### src/rtl/alu_cmd_issuer.sv
// Issues one ALU command at a time, holds operands for a settle time, returns tagged result.
// Latency: response valid SETTLE_CYCLES edges after accept; best throughput one cmd per SETTLE_CYCLES+2.
// Backpressure: cmd_ready only in IDLE; response held stable in RESP until rsp_ready.
module alu_cmd_issuer #(
    parameter int DATA_W        = 8,
    parameter int SEL_W         = 3,
    parameter int TAG_W         = 4,
    parameter int SETTLE_CYCLES = 1,
    parameter int CNT_W         = 16
) (
    input  logic              clk,
    input  logic              rst_n,
    input  logic              cmd_valid,
    output logic              cmd_ready,
    input  logic [DATA_W-1:0] cmd_a,
    input  logic [DATA_W-1:0] cmd_b,
    input  logic [SEL_W-1:0]  cmd_sel,
    input  logic [TAG_W-1:0]  cmd_tag,
    output logic [DATA_W-1:0] alu_a,
    output logic [DATA_W-1:0] alu_b,
    output logic [SEL_W-1:0]  alu_sel,
    input  logic [DATA_W-1:0] alu_result,
    input  logic              alu_zero,
    output logic              rsp_valid,
    input  logic              rsp_ready,
    output logic [DATA_W-1:0] rsp_result,
    output logic              rsp_zero,
    output logic [TAG_W-1:0]  rsp_tag,
    output logic              busy,
    output logic [CNT_W-1:0]  op_count,
    output logic [CNT_W-1:0]  zero_count,
    output logic              zero_err
);

    typedef enum logic [1:0] {
        IDLE   = 2'd0,
        SETTLE = 2'd1,
        RESP   = 2'd2
    } state_t;

    // Settle counter only needs to cover 1..15.
    localparam logic [3:0] SETTLE_LOAD = 4'(SETTLE_CYCLES);

    state_t     state;
    state_t     state_nxt;
    logic [3:0] settle_cnt;
    logic       accept;
    logic       capture;
    logic       retire;
    logic [TAG_W-1:0] tag_q;

    // Handshake outputs are pure decodes of the registered state.
    assign cmd_ready = (state == IDLE);
    assign busy      = (state != IDLE);
    assign rsp_valid = (state == RESP);
    assign rsp_tag   = tag_q;

    // State register.
    always_ff @(posedge clk) begin
        if (!rst_n) state <= IDLE;
        else        state <= state_nxt;
    end

    // Next-state logic and per-edge event strobes.
    always_comb begin
        state_nxt = state;
        accept    = 1'b0;
        capture   = 1'b0;
        retire    = 1'b0;
        case (state)
            IDLE: begin
                if (cmd_valid) begin
                    accept    = 1'b1;
                    state_nxt = SETTLE;
                end
            end
            SETTLE: begin
                if (settle_cnt == 4'd1) begin
                    capture   = 1'b1;
                    state_nxt = RESP;
                end
            end
            RESP: begin
                if (rsp_ready) begin
                    retire    = 1'b1;
                    state_nxt = IDLE;
                end
            end
            default: state_nxt = IDLE;
        endcase
    end

    // Operand/tag registers load only on acceptance, so they hold the last issued command.
    always_ff @(posedge clk) begin
        if (!rst_n) begin
            alu_a   <= '0;
            alu_b   <= '0;
            alu_sel <= '0;
            tag_q   <= '0;
        end else if (accept) begin
            alu_a   <= cmd_a;
            alu_b   <= cmd_b;
            alu_sel <= cmd_sel;
            tag_q   <= cmd_tag;
        end
    end

    // Settle countdown: loaded on accept, decremented while waiting for the ALU.
    always_ff @(posedge clk) begin
        if (!rst_n)                                   settle_cnt <= '0;
        else if (accept)                              settle_cnt <= SETTLE_LOAD;
        else if (state == SETTLE && settle_cnt != 0)  settle_cnt <= settle_cnt - 4'd1;
    end

    // Result capture and sticky zero-consistency check.
    always_ff @(posedge clk) begin
        if (!rst_n) begin
            rsp_result <= '0;
            rsp_zero   <= 1'b0;
            zero_err   <= 1'b0;
        end else if (capture) begin
            rsp_result <= alu_result;
            rsp_zero   <= alu_zero;
            if (alu_zero != (alu_result == '0)) zero_err <= 1'b1;
        end
    end

    // Completion counters advance on the response handshake and wrap freely.
    always_ff @(posedge clk) begin
        if (!rst_n) begin
            op_count   <= '0;
            zero_count <= '0;
        end else if (retire) begin
            op_count <= op_count + 1'b1;
            if (rsp_zero) zero_count <= zero_count + 1'b1;
        end
    end

endmodule

### config.mk
export PLATFORM = sky130hd
export DESIGN_NAME = alu_cmd_issuer
export DESIGN_NICKNAME = d
export VERILOG_FILES = /design/src/rtl/alu_cmd_issuer.sv
export SDC_FILE = /design/constraint.sdc
export NUM_CORES = 1
export LEC_CHECK = 0
export ABC_CLOCK_PERIOD_IN_PS = 1900
export CAP_MARGIN = 20
export CORE_UTILIZATION = 35
export DETAILED_ROUTE_END_ITERATION = 8
export GPL_ROUTABILITY_DRIVEN = 0
export HOLD_SLACK_MARGIN = 0.06
export PLACE_DENSITY = 0.71
export SYNTH_ARGS = -nofsm -noshare
export SYNTH_HDL_FRONTEND = slang
export SYNTH_SLANG_ARGS = --single-unit
### constraint.sdc
create_clock -name clk -period 1.9 [get_ports clk]
set_clock_uncertainty 0.1 [all_clocks]
set_input_delay 0.38 -clock clk [delete_from_list [all_inputs] [get_ports clk]]
set_output_delay 0.38 -clock clk [all_outputs]
set_load 0.02 [all_outputs]
==> impl_metrics.env <==
export IMPL_hold_start="alu_sel[0]$_SDFFE_PN0P_"
export IMPL_outcome="finished, final reports clean"
export IMPL_wl_per_cell_um=12.94
export IMPL_report_final_slew_viol_count=0
export IMPL_synth_top_family_by_area="simple AND/OR/NAND/NOR gates"
export IMPL_slowest_stage="clkdlybuf4s50_1"
export IMPL_crit_path_end_kind="primary output"
export IMPL_totalWireLength_mm=7.503
export IMPL_port_buffers=103
export IMPL_grt_max_degree=33
export IMPL_final_cell_mix="clkdlybuf4s50_1, nand2_1, dfxtp_1"
export IMPL_synthXorXnorAreaFrac_pct=5.988
export IMPL_clkTransAtPathRegs_ns=0.08
export IMPL_die_h_um=93.42
export IMPL_die_area_um2=8727
export IMPL_synth_fa_ha_area_share_pct=1.711
export IMPL_route_detailed_drc=0
export IMPL_final_hold_viol_count=0
export IMPL_crit_start="op_count[10]$_SDFFE_PN0P_"
export IMPL_synth_enable_flop_cells=0
export IMPL_crit_chain="clkdlybuf4s50_1"
export IMPL_min_path_type="reg -> reg"
export IMPL_yosys_area_share_simple_pct=28.31
export IMPL_antenna_found_initial=0
export IMPL_grt_pass1_vias=2776
export IMPL_leakage_nw=1.989
export IMPL_ys_ff_latch=71
export IMPL_io_pins=104
export IMPL_max_freq_mhz=540.7
export IMPL_gr_total_overflow=0
export IMPL_rsz0062_at_grt="false"
export IMPL_slew_headroom_pct=71.54
export IMPL_clock_path_buffers=2
export IMPL_ys_types=34
export IMPL_period_share_pct=97.34
export IMPL_viasPerCell=4.917
export IMPL_crit_buf_inv=1
export IMPL_start_util_pct=37.09
export IMPL_drt_pass1_iterations=4
export IMPL_htree_num_levels=3
export IMPL_fin_util_pct=57.19
export IMPL_yosysWarnings=0
export IMPL_ys_top_cells_by_area="dfxtp_1, nand2_1, a21oi_1, nand3_1, xnor2_1"
export IMPL_final_common_cell="clkdlybuf4s50_1"
export IMPL_post_cts_setup_buffers=0
export IMPL_clock_sinks=71
export IMPL_cts_root_buffer="clkbuf_8"
export IMPL_dr_first_iter_drc_count=82
export IMPL_num_vias=2852
export IMPL_synth_cells=350
export IMPL_synth_top_area_cell="dfxtp_1"
export IMPL_critPathTopFamily="buffers and inverters"
export IMPL_clk_latency_ns=0.34
export IMPL_maxCapViolCount=0
export IMPL_fin_cells=580
export IMPL_synth_cell_area_um2=2925
export IMPL_synth_compound_area_share_pct=9.795
export IMPL_yosysSeqAreaShare_pct=48.59
export IMPL_critPathArrivalTime_ns=1.37
export IMPL_cpPeakStageDelay_ns=0.63
export IMPL_async_flop_share_pct=0
export IMPL_ys_flop_type="dfxtp_1"
export IMPL_vdd_ir_drop_max_uv=443.8
export IMPL_nets=513
export IMPL_rrSetupSlack_ns=0.08
export IMPL_dieWidth_um=93.42
export IMPL_synth_top_cell_area_share_pct=48.59
export IMPL_cts_tree="done"
export IMPL_p_per_area_nw_per_um2=784.1
export IMPL_synth_area_mux_share_pct=2.737
export IMPL_antenna_left=0
export IMPL_core_area_um2=7888
export IMPL_worstPathRequired_ns=1.42
export IMPL_dpl_hpwl_mm=5.437
export IMPL_grt_use_total_pct=17.86
export IMPL_grt_pass1_wl_mm=12.36
export IMPL_num_rows=32
export IMPL_dp_cells=564
export IMPL_setup_violations_final=0
export IMPL_synth_avg_cell_area_um2=8.358
export IMPL_path_max_fanout=4
export IMPL_min_period_ns=1.849
export IMPL_synthToLayoutAreaGrowth_pct=54.19
export IMPL_hold_slack_ns=0.3556
export IMPL_worstSetupStartpointType="flip-flop"
export IMPL_diodes=0
export IMPL_criticalPathCategory="reg -> out"
export IMPL_tightest_slew_ns=0.4230
export IMPL_final_layout_size_suffix_gt1_share_pct=9.833
export IMPL_synth_fp_nets=390
export IMPL_cts_inserted_buffers=9
export IMPL_reg2reg_from="zero_count[1]$_SDFFE_PN0P_"
-- final timing paths --
check                                 to  cells past startpoint
max                         op_count[10]                      1
min              alu_sel[0]$_SDFFE_PN0P_                      2
min reg2reg      alu_sel[0]$_SDFFE_PN0P_                      2
max reg2reg  zero_count[14]$_SDFFE_PN0P_                      5
-- routing by layer --
metal | GRT usage, % | vias to the layer above | part of all wire (%)
li1 | - | 1442 | -
met1 | 21.30 | 1324 | 45
met2 | 29.78 | 80 | 48
met3 | 6.098 | 6 | 6.3
met4 | 6.282 | 0 | 0.75
met5 | 0 | - | 0
-- flip-flops by register name, summed over array words and instances (netlist names) --
| register | cells |
|---|---|
| op_count | 16 |
| state | 2 |
| alu_a | 8 |
| zero_count | 16 |
| rsp_zero | 1 |
| rsp_tag | 4 |
| alu_sel | 3 |
| settle_cnt | 4 |
| zero_err | 1 |
| rsp_result | 8 |
| alu_b | 8 |
-- synth_stat cells, types with 6 or more instances --
cell,number
nand4_1,9
nand2_1,77
nand2b_1,8
nor3_1,6
xor2_1,9
xnor2_1,11
nand3_1,20
a21oi_1,41
mux2i_1,8
nor2_1,24
clkbuf_1,15
dfxtp_1,71
-- what timing repair did --
| item | CTS | global route |
|---|---|---|
| endpoints found under the setup margin | 12 | 14 |
| resized for setup | 14 | 13 |
| hold buffers | 0 | 0 |
-- report_power, final --
group	total, W	internal, W	switching [W]
registers	0.00158	0.00154	0.0000366
logic	0.000479	0.000237	0.000242
clock network	0.00148	0.000909	0.000571
-- metrics by stage --
step | cell area [um2] | TNS (ns) | total power, W | setup WS, ns
final | 4511 | 0 | 0.003537 | 0.05054
after global routing | 4511 | 0 | 0.003693 | 0.0002286
after CTS | 4478 | 0 | 0.003582 | 0.002058
after detailed placement | 4239 | -3.208 | 0.002099 | -0.3735
after global placement | 4239 | -2.965 | 0.002089 | -0.3393
after floorplan | 2929 | 0 | 0.001837 | 0.009164
-- final cells by class --
class / count / area (um2)
clock buffers: 11 / 141.4
repair buffers: 128 / 1262
well taps: 102 / 127.6
multi-input cells: 257 / 1424
fillers: 725 / 3377
flip-flops and latches: 71 / 1428
clock inverters: 5 / 105.1
inverters: 6 / 22.52
-- kinds of logic (layout without fill, tap and decap cells) --
| family | Yosys count | in the layout |
|---|---|---|
| xor gates and xnor gates | 20 | 20 |
| and+or+nand+nor | 172 | 172 |
| AOI/OAI and AO/OA | 53 | 53 |
| muxes | 8 | 8 |
| DFF | 71 | 71 |
| buffers and inverters | 22 | 150 |
| adders and majority gates | 4 | 4 |
Power figures use the tool's default switching activity.
